===== config.mk =====
export PLATFORM = sky130hd
export DESIGN_NAME = gpr_scoreboard_flat
export DESIGN_NICKNAME = d
export VERILOG_FILES = /design/src/rtl/gpr_scoreboard_pkg.sv /design/src/rtl/gpr_scoreboard_if.sv /design/src/rtl/gpr_scoreboard_sb_counter.sv /design/src/rtl/gpr_scoreboard.sv /design/src/flat_wrapper.sv
export SDC_FILE = /design/constraint.sdc
export NUM_CORES = 1
export LEC_CHECK = 0
export CORE_AREA = 8 8 111 113
export CTS_CLUSTER_DIAMETER = 150
export DETAILED_ROUTE_END_ITERATION = 8
export DIE_AREA = 0 0 119 121
export HOLD_SLACK_MARGIN = 0.15
export PLACE_DENSITY = 0.76
export SLEW_MARGIN = 15
export SYNTH_ARGS = -nofsm -noshare
export SYNTH_HDL_FRONTEND = slang
export SYNTH_SLANG_ARGS = --single-unit

===== constraint.sdc =====
create_clock -name clk -period 3.8 [get_ports clk]
set_input_delay 0.76 -clock clk [delete_from_list [all_inputs] [get_ports clk]]
set_output_delay 0.76 -clock clk [all_outputs]
set_load 0.01 [all_outputs]

===== src/rtl/gpr_scoreboard_pkg.sv =====
// Shared definitions for the GPR scoreboard: register addressing, GPR count,
// default widths and a small helper for "real" (non-$0) registers.
package gpr_scoreboard_pkg;
  localparam int REG_ADDR_W  = 5;
  localparam int NUM_GPR     = 32;
  localparam int CNT_W_DEF   = 2;
  localparam int OUT_W_DEF   = 3;
  localparam int MAX_OUT_DEF = 4;
  localparam int CP0_HAZ_DEF = 2;

  typedef logic [REG_ADDR_W-1:0] reg_addr_t;

  // $0 is hardwired to zero, so it never carries a pending write
  function automatic logic is_gpr(reg_addr_t a);
    return a != '0;
  endfunction
endpackage


===== src/rtl/gpr_scoreboard_if.sv =====
// ID-decode <-> scoreboard bundle: decoded operand info, WB completion and
// the scoreboard's stall/issue/status outputs.
interface gpr_scoreboard_if
  import gpr_scoreboard_pkg::*;
#(
  parameter int OUT_W = OUT_W_DEF
);
  logic             id_valid;
  logic             flush;
  logic             reg_read_en_1;
  reg_addr_t        reg_addr_1;
  logic             reg_read_en_2;
  reg_addr_t        reg_addr_2;
  logic             reg_write_en;
  reg_addr_t        reg_write_addr;
  logic             long_op;
  logic             cp_read_en;
  logic             cp_write_en;
  logic             wb_done;
  reg_addr_t        wb_addr;
  logic             stall_id;
  logic             issue;
  logic [OUT_W-1:0] outstanding;
  logic             cp0_busy;

  modport master (
    output id_valid, flush, reg_read_en_1, reg_addr_1, reg_read_en_2, reg_addr_2,
           reg_write_en, reg_write_addr, long_op, cp_read_en, cp_write_en,
           wb_done, wb_addr,
    input  stall_id, issue, outstanding, cp0_busy
  );

  modport slave (
    input  id_valid, flush, reg_read_en_1, reg_addr_1, reg_read_en_2, reg_addr_2,
           reg_write_en, reg_write_addr, long_op, cp_read_en, cp_write_en,
           wb_done, wb_addr,
    output stall_id, issue, outstanding, cp0_busy
  );
endinterface


===== src/rtl/gpr_scoreboard_sb_counter.sv =====
// One per-register pending-write counter. Saturates at both ends; inc and
// dec in the same cycle cancel.
module sb_counter
  import gpr_scoreboard_pkg::*;
#(
  parameter int CNT_W = CNT_W_DEF
) (
  input  logic             clk,
  input  logic             rst,
  input  logic             inc,
  input  logic             dec,
  output logic [CNT_W-1:0] cnt,
  output logic             zero,
  output logic             full
);
  logic [CNT_W-1:0] cnt_q, cnt_d;

  assign cnt  = cnt_q;
  assign zero = (cnt_q == '0);
  assign full = &cnt_q;

  // next count: step only when exactly one of inc/dec is active and in range
  always_comb begin
    cnt_d = cnt_q;
    if (inc && !dec && !full)      cnt_d = cnt_q + CNT_W'(1);
    else if (dec && !inc && !zero) cnt_d = cnt_q - CNT_W'(1);
  end

  // count register
  always_ff @(posedge clk or negedge rst) begin
    if (!rst) cnt_q <= '0;
    else      cnt_q <= cnt_d;
  end
endmodule


===== src/rtl/gpr_scoreboard.sv =====
// ID-stage hazard controller: tracks in-flight long-latency GPR writes and
// the MTC0->MFC0 window, and stalls ID until its operands are safe.
// Optional macro SB_WB_BYPASS_EN: a read whose last pending write completes
// this cycle is not stalled (register file writes through).
module gpr_scoreboard
  import gpr_scoreboard_pkg::*;
#(
  parameter int MAX_OUT = MAX_OUT_DEF,
  parameter int CNT_W   = CNT_W_DEF,
  parameter int OUT_W   = OUT_W_DEF,
  parameter int CP0_HAZ = CP0_HAZ_DEF
) (
  input  logic          clk,
  input  logic          rst,
  gpr_scoreboard_if.slave sb
);
  localparam int CP0_W = (CP0_HAZ < 2) ? 1 : $clog2(CP0_HAZ + 1);

  logic [NUM_GPR-1:0][CNT_W-1:0] pend;
  logic [NUM_GPR-1:0]            pz, pf;

  logic [OUT_W-1:0] out_q, out_d;
  logic [CP0_W-1:0] cp0_q, cp0_d;
  logic             cp0_busy_q, cp0_busy_d;

  logic byp1, byp2, hit1, hit2, struct_haz, waw_sat, cp0_hit;
  logic stall, iss, lg_iss, comp_ok;

  // $0 has no counter
  assign pend[0] = '0;
  assign pz[0]   = 1'b1;
  assign pf[0]   = 1'b0;

  // per-register pending counters for $1..$31
  for (genvar g = 1; g < NUM_GPR; g++) begin : g_pend
    sb_counter #(.CNT_W(CNT_W)) u_cnt (
      .clk  (clk),
      .rst  (rst),
      .inc  (lg_iss  && is_gpr(sb.reg_write_addr) && (sb.reg_write_addr == reg_addr_t'(g))),
      .dec  (comp_ok && (sb.wb_addr == reg_addr_t'(g))),
      .cnt  (pend[g]),
      .zero (pz[g]),
      .full (pf[g])
    );
  end

  // hazard detection, stall and issue; all forced low while in reset
  always_comb begin
`ifdef SB_WB_BYPASS_EN
    byp1 = sb.wb_done && (sb.wb_addr == sb.reg_addr_1) && (pend[sb.reg_addr_1] == CNT_W'(1));
    byp2 = sb.wb_done && (sb.wb_addr == sb.reg_addr_2) && (pend[sb.reg_addr_2] == CNT_W'(1));
`else
    byp1 = 1'b0;
    byp2 = 1'b0;
`endif
    hit1       = sb.reg_read_en_1 && is_gpr(sb.reg_addr_1) && !pz[sb.reg_addr_1] && !byp1;
    hit2       = sb.reg_read_en_2 && is_gpr(sb.reg_addr_2) && !pz[sb.reg_addr_2] && !byp2;
    struct_haz = sb.long_op && sb.reg_write_en && (out_q == OUT_W'(MAX_OUT));
    waw_sat    = sb.long_op && sb.reg_write_en && pf[sb.reg_write_addr];
    cp0_hit    = sb.cp_read_en && (cp0_q != '0);
    stall      = rst && sb.id_valid && (hit1 || hit2 || struct_haz || waw_sat || cp0_hit);
    iss        = rst && sb.id_valid && !stall && !sb.flush;
    // long ops to $0 still occupy a slot and still get a wb_done
    lg_iss     = iss && sb.long_op && sb.reg_write_en;
    // a completion with nothing pending is dropped so nothing underflows
    comp_ok    = sb.wb_done && (out_q != '0) && (!is_gpr(sb.wb_addr) || !pz[sb.wb_addr]);
  end

  // outstanding count and CP0 hazard window next state
  always_comb begin
    out_d = out_q;
    if (lg_iss && !comp_ok)      out_d = out_q + OUT_W'(1);
    else if (!lg_iss && comp_ok) out_d = out_q - OUT_W'(1);
    cp0_d = cp0_q;
    if (iss && sb.cp_write_en) cp0_d = CP0_W'(CP0_HAZ);
    else if (cp0_q != '0)      cp0_d = cp0_q - CP0_W'(1);
    cp0_busy_d = (cp0_d != '0);
  end

  // state registers
  always_ff @(posedge clk or negedge rst) begin
    if (!rst) begin
      out_q      <= '0;
      cp0_q      <= '0;
      cp0_busy_q <= 1'b0;
    end else begin
      out_q      <= out_d;
      cp0_q      <= cp0_d;
      cp0_busy_q <= cp0_busy_d;
    end
  end

  assign sb.stall_id    = stall;
  assign sb.issue       = iss;
  assign sb.outstanding = out_q;
  assign sb.cp0_busy    = cp0_busy_q;

  // completion must always match an in-flight write
  a_wb_match: assert property (@(posedge clk) disable iff (!rst)
    sb.wb_done |-> ((out_q != '0) && (!is_gpr(sb.wb_addr) || !pz[sb.wb_addr])));
endmodule


===== src/flat_wrapper.sv =====
// flat-port wrapper written by rule: the top's interface ports become plain ports
module gpr_scoreboard_flat import gpr_scoreboard_pkg::*;
#(
  parameter int MAX_OUT = MAX_OUT_DEF,
  parameter int CNT_W   = CNT_W_DEF,
  parameter int OUT_W   = OUT_W_DEF,
  parameter int CP0_HAZ = CP0_HAZ_DEF
)
  (clk, rst, sb_id_valid, sb_flush, sb_reg_read_en_1, sb_reg_addr_1, sb_reg_read_en_2, sb_reg_addr_2, sb_reg_write_en, sb_reg_write_addr, sb_long_op, sb_cp_read_en, sb_cp_write_en, sb_wb_done, sb_wb_addr, sb_stall_id, sb_issue, sb_outstanding, sb_cp0_busy);
  gpr_scoreboard_if #(.OUT_W(OUT_W)) sb_i ();
  input  logic clk;
  input  logic rst;
  input wire logic [$bits(sb_i.id_valid)-1:0] sb_id_valid;
  input wire logic [$bits(sb_i.flush)-1:0] sb_flush;
  input wire logic [$bits(sb_i.reg_read_en_1)-1:0] sb_reg_read_en_1;
  input wire logic [$bits(sb_i.reg_addr_1)-1:0] sb_reg_addr_1;
  input wire logic [$bits(sb_i.reg_read_en_2)-1:0] sb_reg_read_en_2;
  input wire logic [$bits(sb_i.reg_addr_2)-1:0] sb_reg_addr_2;
  input wire logic [$bits(sb_i.reg_write_en)-1:0] sb_reg_write_en;
  input wire logic [$bits(sb_i.reg_write_addr)-1:0] sb_reg_write_addr;
  input wire logic [$bits(sb_i.long_op)-1:0] sb_long_op;
  input wire logic [$bits(sb_i.cp_read_en)-1:0] sb_cp_read_en;
  input wire logic [$bits(sb_i.cp_write_en)-1:0] sb_cp_write_en;
  input wire logic [$bits(sb_i.wb_done)-1:0] sb_wb_done;
  input wire logic [$bits(sb_i.wb_addr)-1:0] sb_wb_addr;
  output wire logic [$bits(sb_i.stall_id)-1:0] sb_stall_id;
  output wire logic [$bits(sb_i.issue)-1:0] sb_issue;
  output wire logic [$bits(sb_i.outstanding)-1:0] sb_outstanding;
  output wire logic [$bits(sb_i.cp0_busy)-1:0] sb_cp0_busy;
  assign sb_i.id_valid = sb_id_valid;
  assign sb_i.flush = sb_flush;
  assign sb_i.reg_read_en_1 = sb_reg_read_en_1;
  assign sb_i.reg_addr_1 = sb_reg_addr_1;
  assign sb_i.reg_read_en_2 = sb_reg_read_en_2;
  assign sb_i.reg_addr_2 = sb_reg_addr_2;
  assign sb_i.reg_write_en = sb_reg_write_en;
  assign sb_i.reg_write_addr = sb_reg_write_addr;
  assign sb_i.long_op = sb_long_op;
  assign sb_i.cp_read_en = sb_cp_read_en;
  assign sb_i.cp_write_en = sb_cp_write_en;
  assign sb_i.wb_done = sb_wb_done;
  assign sb_i.wb_addr = sb_wb_addr;
  assign sb_stall_id = sb_i.stall_id;
  assign sb_issue = sb_i.issue;
  assign sb_outstanding = sb_i.outstanding;
  assign sb_cp0_busy = sb_i.cp0_busy;
  gpr_scoreboard #(.MAX_OUT(MAX_OUT), .CNT_W(CNT_W), .OUT_W(OUT_W), .CP0_HAZ(CP0_HAZ)) u_core (.clk(clk), .rst(rst), .sb(sb_i));
endmodule

Word-level counts from Yosys, hierarchy flattened
Index checks and enable logic that the tools add are counted.
Storage, ports and cells
  input port bits: 31
  word-level logic and storage cells: 684
  output and inout port bits: 6
  register bits after elaboration: 68
Operators by class
  muxes and demuxes: 74
  reductions and logical operators: 444
  order comparisons: 4
  add/sub/neg operators: 65
  equal/unequal tests: 63
Operator list (number)
  $logic_and 1x1->1: 206
  $eq 5x5->1 const B: 32
  $logic_not 1->1: 132
  $mux 2: 64
  $eq 5x4->1 const B: 16
  $reduce_bool 2->1: 34
  $sub 2x1->2 const B: 32
  $add 2x1->2 const B: 31
  $logic_not 2->1: 31
  $reduce_and 2->1: 31
  $eq 5x3->1 const B: 8
  $lt 5x6->1 const B: 4
  $bmux 1 s5: 4
  $eq 5x2->1 const B: 4
  $reduce_bool 5->1: 4
  $eq 5x1->1 const B: 2
  $mux 3: 2
  $logic_or 1x1->1: 5
  $mux 1: 4
  $add 3x1->3 const B: 1
  $eq 3x3->1 const B: 1
  $reduce_bool 3->1: 1
  $sub 3x1->3 const B: 1

Depth between registers and ports, before layout
Gate-level depths: netlist (run 1).
  word-level depth: 22
  gate-level depth with buffers: 16
  gate-level depth less buffers: 13

By module
From an unflattened synthesis (run 1), not the netlist that was laid out.
Second synthesis, totals
  cell total of the unflattened synthesis: 674
  area, all modules: 5891.9 um2
Modules (own cells, without submodules)
  sb_counter: sequential area each 50.0 um2, cells an instance 14, instances 31, area an instance 125.1 um2
  gpr_scoreboard: sequential area each 150.1 um2, cells an instance 240, instances 1, area an instance 2013.2 um2

Least setup slack after synthesis (run 1)
OpenSTA, ideal clock, no wires.
  path kind: input-to-reg
  from: in sb_reg_write_addr[3]
  to: reg u_core.out_q[2] (netlist: u_core.sb.outstanding[2])
  library setup time: 79 ps
  path buffers: 3
  cell stages on the path: 16
  arrival time: 3725 ps
  required time: 3721 ps
  setup slack: -4 ps
  cells stage by stage: buf_2 > nand2_1 > clkbuf_1 > or3_1 > a21o_1 > o21ai_0 > o311ai_4 > nor4_4 > buf_2 > nor2b_1 > ha_1 > inv_1 > fa_1 > xor2_1 > nor2_1 > xor2_1
Between the ends
  longest elaborated chain between the ends: 14
  elaborated cells on any way between the ends: 16
  classes of those cells: 3 x mux; 13 x reduce/logical
Ends and longest elaborated chain
  start, declared: line flat_wrapper.sv:20  | input wire logic [$bits(sb_i.reg_write_addr)-1:0] sb_reg_write_addr;
  $bmux 1 s5 *: line gpr_scoreboard.sv:59  | waw_sat = sb.long_op && sb.reg_write_en && pf[sb.reg_write_addr];
  $mux 1 (not written as such) *: line gpr_scoreboard.sv:59
  $logic_and 1x1->1 *: line gpr_scoreboard.sv:59
  $logic_or 1x1->1 * (2 in series): line gpr_scoreboard.sv:61  | stall = rst && sb.id_valid && (hit1 || hit2 || struct_haz || waw_sat || cp0_hit);
  $logic_and 1x1->1 *: line gpr_scoreboard.sv:61
  $logic_not 1->1 *: line gpr_scoreboard.sv:62  | iss = rst && sb.id_valid && !stall && !sb.flush;
  $logic_and 1x1->1 * (2 in series): line gpr_scoreboard.sv:62
  net sb_issue: line flat_wrapper.sv:27  | output wire logic [$bits(sb_i.issue)-1:0] sb_issue;
  $logic_and 1x1->1 * (2 in series): line gpr_scoreboard.sv:64  | lg_iss = iss && sb.long_op && sb.reg_write_en;
  $logic_not 1->1: line gpr_scoreboard.sv:73  | else if (!lg_iss && comp_ok) out_d = out_q - OUT_W'(1);
  $logic_and 1x1->1: line gpr_scoreboard.sv:73
  $reduce_bool 2->1 (no source line)
  end signal, assigned: line gpr_scoreboard.sv:87  | out_q <= out_d;
  end, declared: line gpr_scoreboard.sv:22  | logic [OUT_W-1:0] out_q, out_d;
Mark *: on every way through the listed nets, which the timed path passes. The rest lies on a longest branch. The select of a mux whose other input is x is not followed.
A chain may end at the register's enable or synchronous reset.

Final worst setup path (run 1)
  from: reg u_core.g_pend[1].u_cnt.cnt_q[0]
  to: out sb_stall_id
Between the ends
  longest elaborated chain between the ends: 10
  elaborated cells on any way between the ends: 18
  classes of those cells: 6 x mux; 12 x reduce/logical
Ends and longest elaborated chain
  start, declared: line gpr_scoreboard_sb_counter.sv:16  | logic [CNT_W-1:0] cnt_q, cnt_d;
  start signal, assigned: line gpr_scoreboard_sb_counter.sv:32  | else cnt_q <= cnt_d;
  $logic_not 2->1: line gpr_scoreboard_sb_counter.sv:19  | assign zero = (cnt_q == '0);
  $bmux 1 s5 (on tied branches): line gpr_scoreboard.sv:56, gpr_scoreboard.sv:57
  $mux 1 (on tied branches): line gpr_scoreboard.sv:56, gpr_scoreboard.sv:57
  $logic_not 1->1 (on tied branches): line gpr_scoreboard.sv:56, gpr_scoreboard.sv:57
  $logic_and 1x1->1 (on tied branches): line gpr_scoreboard.sv:56, gpr_scoreboard.sv:57
  $logic_or 1x1->1 (2 in series): line gpr_scoreboard.sv:61
  $logic_or 1x1->1 * (2 in series): line gpr_scoreboard.sv:61
  $logic_and 1x1->1 *: line gpr_scoreboard.sv:61
  end, declared: line flat_wrapper.sv:26  | output wire logic [$bits(sb_i.stall_id)-1:0] sb_stall_id;
Mark *: on every way between the ends. The rest lies on a longest branch, timed or not. The select of a mux whose other input is x is not followed.

==> results of run 1 <==
## metal layers
layer  global-route usage [%]  wire, microns  vias up
li1                         -              -     2689
met1                     38.5           8730     2925
met2                     45.5           9440      395
met3                     6.38           2050       83
met4                     17.2           1170        0
met5                        0              0        -
## worst max path at each step
| stage | to | start | slack [ps] | cells past startpoint |
|---|---|---|---|---|
| global route | u_core.sb.outstanding[2]$_DFFE_PN0P_ | sb_reg_addr_2[0] | -8 | 15 |
| detailed placement | sb_issue | sb_reg_write_addr[2] | -560 | 8 |
| global placement | sb_stall_id | sb_reg_addr_2[0] | -490 | 8 |
| floorplan | u_core.sb.outstanding[2]$_DFFE_PN0P_ | sb_reg_write_addr[3] | 40 | 16 |
| CTS | sb_stall_id | sb_reg_addr_2[2] | 10 | 9 |
| finish | sb_stall_id | u_core.g_pend[1].u_cnt.cnt[0]$_DFFE_PN0P_ | 70 | 8 |
## power breakdown
part | switching [W] | total (W) | internal [W]
combinational | 0.000656 | 0.00121 | 0.000558
clock | 0.000312 | 0.000634 | 0.000322
sequential | 0.000199 | 0.00105 | 0.000850
## cell families (layout without fill, tap and decap cells)
family / count (synthesis) / after routing / share of synthesized area (%)
AND/OR/NAND/NOR: 301 / 301 / 27.2
AO/OA/AOI/OAI: 158 / 158 / 20.7
flip-flops: 68 / 68 / 29.9
buffers and inverters: 64 / 161 / 5.03
XOR/XNOR: 47 / 47 / 8.00
multiplexers: 25 / 25 / 8.55
adder cells (fa/ha/maj): 2 / 2 / 0.571
## cell usage in the layout (no fill, tap or decap), types with 24 or more instances in the layout
cell,netlist,final
buf_4,2,86
nor2_1,71,71
dfrtp_1,68,67
nand2_1,56,56
nand3_1,47,47
xnor2_1,40,40
nor3_1,29,29
o21ai_0,29,29
nand4_1,27,27
clkdlybuf4s50_1,0,24
## repair_timing
item | 4_1_cts | 5_1_grt
buffers inserted | 2 | 3
pin swaps | 4 | 6
gates resized for setup | 24 | 12
endpoints found under the hold margin | 0 | 0
endpoints found under the setup margin | 4 | 4
## metrics by stage
| step | hold WS (ps) | setup WS, ps | setup TNS (ps) | instance area, sq um | util (%) |
|---|---|---|---|---|---|
| after floorplan | 464 | 39.5 | 0 | 5700 | - |
| after global placement | 500 | -490 | -2240 | 6700 | 63.1 |
| after global routing | 571 | -8.36 | -8.36 | 7000 | 66.0 |
| after detailed placement | 501 | -560 | -4820 | 6700 | 63.1 |
| after CTS | 536 | 14.2 | 0 | 6940 | 65.5 |
| final | 534 | 74.3 | 0 | 7000 | 66.0 |
## flip-flops by register name, summed over array words and instances, names as in the netlist
name                     cells
u_core.cp0_q                 2
u_core.sb.outstanding        3
u_core.g_pend.u_cnt.cnt     62
u_core.sb.cp0_busy           1
## cell type report
| type | instances | area [sq um] |
|---|---|---|
| Inverter | 18 | 71.3 |
| Fill cell | 889 | 3610 |
| Clock inverter | 5 | 61.3 |
| Sequential cell | 68 | 1700 |
| Multi-Input combinational cell | 533 | 3770 |
| Timing Repair Buffer | 127 | 1070 |
| Clock buffer | 11 | 141 |
| Tap cell | 140 | 175 |
==> flow_summary.toml, run 1 <==
[cells_and_area]
layout-drive-gt1-share_pct = 22.6
areaGrowthSynthToFinish_pct = 22.8
final_cells = 902
num-nets-final = 790
diodes = 0

[yosys]
synth_common_cells = "nor2_1 (71), dfrtp_1 (68), nand2_1 (56), nand3_1 (47), xnor2_1 (40)"
synth_cells = 665
ys_ff_latch = 68
ys.flop_type = "dfrtp_1"
synth.area.top_cells = "dfrtp_1 (30%), mux4_2 (6.7%), xnor2_1 (6.2%)"
yosysTopAreaCell = "dfrtp_1"
synth.avg_cell_area_sq_um = 8.56
ys_warn_count = 0
yosysUniqueCellTypes = 81
syn_area_sq_um = 5700
syn_nets = 698
ys_seq_area_share_pct = 29.9
post-synth-top-count-cell = "nor2_1"
synth_edf_count = 0
synthArstFlopShare_pct = 100
netlist.area_leader.share_pct = 29.9

[critical_path]
required_ps = 3040
critPathBufInv = 1
worstReg2RegStart = "u_core.g_pend[1].u_cnt.cnt[0]$_DFFE_PN0P_"
timing.critical_path.fanout_max = 6
crit_path_max_incr_delay_ps = 490
worst_setup_path_start_kind = "flip-flop"
cp_common_cell = "nor2_1"
path_delay_family = "compound AO/OA/AOI/OAI gates"
cp.arrival_ps = 2970
path_cells = "nor2_1, o22ai_1, o41ai_2, a211oi_2, a311o_4, nor3_4, nor2_1, dlygate4sd2_1"
r2r_end = "u_core.sb.outstanding[2]$_DFFE_PN0P_"
r2r_cells = 14
rrSetupSlack_ps = 120
critPathKind = "flip-flop to output pin"
end_kind = "output pin"
slowest_stage = "dfrtp_1"

[drt]
viasPerCell = 6.75
post_drt_wl_per_cell_microns = 23.7
drtAntennaViolNets = 0
post-route-drc-count = 0
drt_iter0_markers = 645
vias = 6092
routed_wl_microns = 21400
dr.pass1.iters = 8

[global_route]
track_usage_pct = 29.8
grt_pass1_wl_microns = 33200
grt.overflow.total = 0
grt_max_degree = 69
grt_pass1_vias = 5950
antenna_found_initial = 0

[placement]
dpl.cell_count = 881
io_buffers = 36
place_congestion = 0.946
dp_hpwl_microns = 16200

[timing]
setup_viol = 0
min_period_over_period_pct = 98.0
finClkSkew_ps = 7.67
worst_pin_slew_ps = 1000
hold_viol_final = 0
max_slew_margin_pct = 32.7
fin_crit_ps = 3730
drv_slew = 0
fmax_mhz = 268

[cts]
cts_buffers = 9
cts_buffer_depth = 2
htree_levels = 3
cts.sinks = 68
root_buffer = "clkbuf_8"
cts_tree = "done"
clk_pin_slew_ps = 80
clk_latency_ps = 380
hold_buffers = 0

[min_path]
hold_path_class = "flip-flop to flip-flop"
hp-start = "u_core.cp0_q[1]$_DFF_PN0_"
whs_path_depth = 1
worstHoldEndpoint = "u_core.sb.cp0_busy$_DFF_PN0_"

[die]
coreArea_sq_um = 10600
die_h_microns = 121
ios = 37
dieArea_sq_um = 14400
fp.dieW_microns = 119
num_rows = 38
start_util_pct = 53.7

[power_and_ir_drop]
ir_worst_vdd_mv = 0.353
p_total_w = 0.00290
p_leak_nw = 2.81
p_per_area_nw_per_um2 = 414

[status]
status = "finished, final reports clean"

[job]
drv_cap = 0
Note: power is estimated with default switching activity, not from simulation.
==> inputs of run 2 (changes only) <==
--- a/config.mk
+++ b/config.mk
@@ -6,11 +6,11 @@
 export NUM_CORES = 1
 export LEC_CHECK = 0
 export CORE_AREA = 8 8 111 113
-export CTS_CLUSTER_DIAMETER = 150
+export CTS_CLUSTER_DIAMETER = 50
 export DETAILED_ROUTE_END_ITERATION = 8
 export DIE_AREA = 0 0 119 121
 export HOLD_SLACK_MARGIN = 0.15
-export PLACE_DENSITY = 0.76
+export PLACE_DENSITY = 0.79
 export SLEW_MARGIN = 15
 export SYNTH_ARGS = -nofsm -noshare
 export SYNTH_HDL_FRONTEND = slang
==> constraint.sdc (replaced) <==
create_clock -name clk -period 3.33 [get_ports clk]
set_input_delay 0.666 -clock clk [delete_from_list [all_inputs] [get_ports clk]]
set_output_delay 0.666 -clock clk [all_outputs]
set_load 0.01 [all_outputs]
==> run 2 against run 1 <==
- highest routed layer unchanged
- power is 24% higher
- sequential share of layout area is 1.6 points lower
- first-iteration DRC count is 29% higher
- critical path type is now input pin to flip-flop
- via count is 3.0% higher
- utilization is 4.6 points higher
==> flow_summary.toml, run 2 (synthesis gave the netlist of run 1 again) <==
[critical_path]
worst_setup_path_start_kind = "input pin"
startpoint = "sb_reg_write_addr[1]"
crit_path_max_incr_delay_ps = 340
timing.critical_path.fanout_max = 6
required_ps = 3610
critPathKind = "input pin to flip-flop"
path_cells = "clkbuf_2, or2_4, buf_4, a21oi_1, o41ai_2, o2111ai_2, o311ai_4, buf_6, nor4_4, nor2b_2, ha_2, inv_2, fa_2, xor2_1, nor2_1, xor2_1"
cp.arrival_ps = 3590
worstReg2RegStart = "u_core.g_pend[12].u_cnt.cnt[0]$_DFFE_PN0P_"
slowest_stage = "or2_4"
cp_common_cell = "xor2_1"
end_kind = "flip-flop"

[drt]
vias = 6277
post-route-drc-count = 0
dr.pass1.iters = 8
routed_wl_microns = 21300
drtAntennaViolNets = 0
post_drt_wl_per_cell_microns = 22.7
drt_iter0_markers = 834
viasPerCell = 6.69

[placement]
placedInstanceArea_sq_um = 6930
dp_hpwl_microns = 15700
pre_cts_slack_ps = -785
io_buffers = 36
place_congestion = 1.04

[power_and_ir_drop]
p_seq_share_pct = 31.0
power_frac_comb_pct = 45.2
sw_frac_of_total_pct = 37.8
p_per_area_nw_per_um2 = 480
power.switching_w = 0.00136
ir_worst_vdd_mv = 0.245
power.internal_w = 0.00224
clkPwrFrac_pct = 23.8
p_leak_nw = 3.11

[cells_and_area]
fin_area_sq_um = 7490
diodes = 0
num-nets-final = 826
layout_common_cells = "buf_4 (118), dfrtp_1 (67), nor2_1 (61)"
largest_reg_flops = 62
areaGrowthSynthToFinish_pct = 31.5
final_common_cell = "buf_4"
layout-drive-gt1-share_pct = 31.0

[timing]
setup_viol = 0
min_period_over_period_pct = 99.3
fin_crit_ps = 3310
max_slew_margin_pct = 43.1
fmax_mhz = 303
hold_viol_final = 0
worst_pin_slew_ps = 853
setup_ws_ps = 24.8
drv_slew = 0
tns_ps = 0
rsz0062_at_grt = "yes"
finClkSkew_ps = 7.57
holdWs_ps = 313

[status]
status = "finished, final reports clean"

[min_path]
hold_path_class = "input pin to asynchronous set/reset pin"

[global_route]
antenna_found_initial = 0
grt_max_degree = 62
grt.overflow.total = 0
grt_pass1_vias = 6156
grt_pass1_wl_microns = 33300
track_usage_pct = 29.7

[die]
die_h_microns = 121
start_util_pct = 53.7
dieArea_sq_um = 14400
coreArea_sq_um = 10600
ios = 37
fp.dieW_microns = 119
num_rows = 38

[job]
drv_cap = 0

[cts]
htree_levels = 3
cts_buffer_depth = 2
clk_latency_ps = 370
root_buffer = "clkbuf_8"
cts.sinks = 68
clk_pin_slew_ps = 80
cts_buffers = 9
hold_buffers = 0
cts_tree = "done"
[run 2: worst max-delay path: cells and delay by family]
kind / cells / cell delay [ps]
xor gates and xnor gates: 2 / 330
buffers and inverters: 4 / 510
and+or+nand+nor: 4 / 960
AOI/OAI and AO/OA: 4 / 590
adders and majority gates: 2 / 520
[run 2: power by group through the flow]
stage	Combinational [W]	Clock [W]	Sequential [W]
floorplan	0.000850	0	0.00115
global placement	0.00146	0	0.00110
detailed placement	0.00151	0	0.00111
CTS	0.00156	0.000858	0.00110
global route	0.00173	0.000895	0.00113
finish	0.00162	0.000855	0.00111
[run 2: final timing paths]
path                            slack (ps)  cells past startpoint                                          to
worst max-delay path                    20                     16        u_core.sb.outstanding[2]$_DFFE_PN0P_
worst min-delay path                   310                      2   u_core.g_pend[8].u_cnt.cnt[0]$_DFFE_PN0P_
worst max register to register          60                     13        u_core.sb.outstanding[2]$_DFFE_PN0P_
worst min register to register         530                      1                u_core.sb.cp0_busy$_DFF_PN0_
max in group asynchronous             1940                      3  u_core.g_pend[19].u_cnt.cnt[0]$_DFFE_PN0P_
min in group clk                       530                      1                u_core.sb.cp0_busy$_DFF_PN0_
[run 2: cell type report]
cell class | instances | area [sq um]
Sequential cell | 68 | 1700
Multi-Input combinational cell | 533 | 3950
Fill cell | 824 | 3120
Clock inverter | 6 | 111
Inverter | 18 | 73.8
Clock buffer | 10 | 128
Timing Repair Buffer | 163 | 1350
Tap cell | 140 | 175
[run 2: per-layer routing]
| layer | vias to the layer above | share of wire (%) | global-route usage (%) |
|---|---|---|---|
| met5 | - | 0 | 0 |
| met4 | 0 | 5.6 | 19.4 |
| met3 | 86 | 9.8 | 6.33 |
| met2 | 403 | 47 | 47.7 |
| met1 | 3030 | 38 | 35.6 |
| li1 | 2758 | - | - |
[run 2: per-stage QoR]
step	cells	power, W	util (%)
after floorplan	665	0.00200	-
after global placement	910	0.00256	65.3
after detailed placement	910	0.00262	65.3
after CTS	937	0.00352	69.4
after global routing	938	0.00376	70.6
final	938	0.00359	70.6
[run 2: timing repair]
item                                    in CTS  in global routing
resized for setup                           56                 50
buffers inserted                            11                  3
endpoints found under the setup margin      17                  9
pin swaps                                   12                 17
==> inputs of run 3 (changes only) <==
--- a/config.mk
+++ b/config.mk
@@ -5,6 +5,7 @@
 export SDC_FILE = /design/constraint.sdc
 export NUM_CORES = 1
 export LEC_CHECK = 0
+export CAP_MARGIN = 20
 export CORE_AREA = 8 8 111 113
 export CTS_CLUSTER_DIAMETER = 50
 export DETAILED_ROUTE_END_ITERATION = 8
==> results of run 3 <==
Final layout, timing and power as in run 2 (identical DEF).
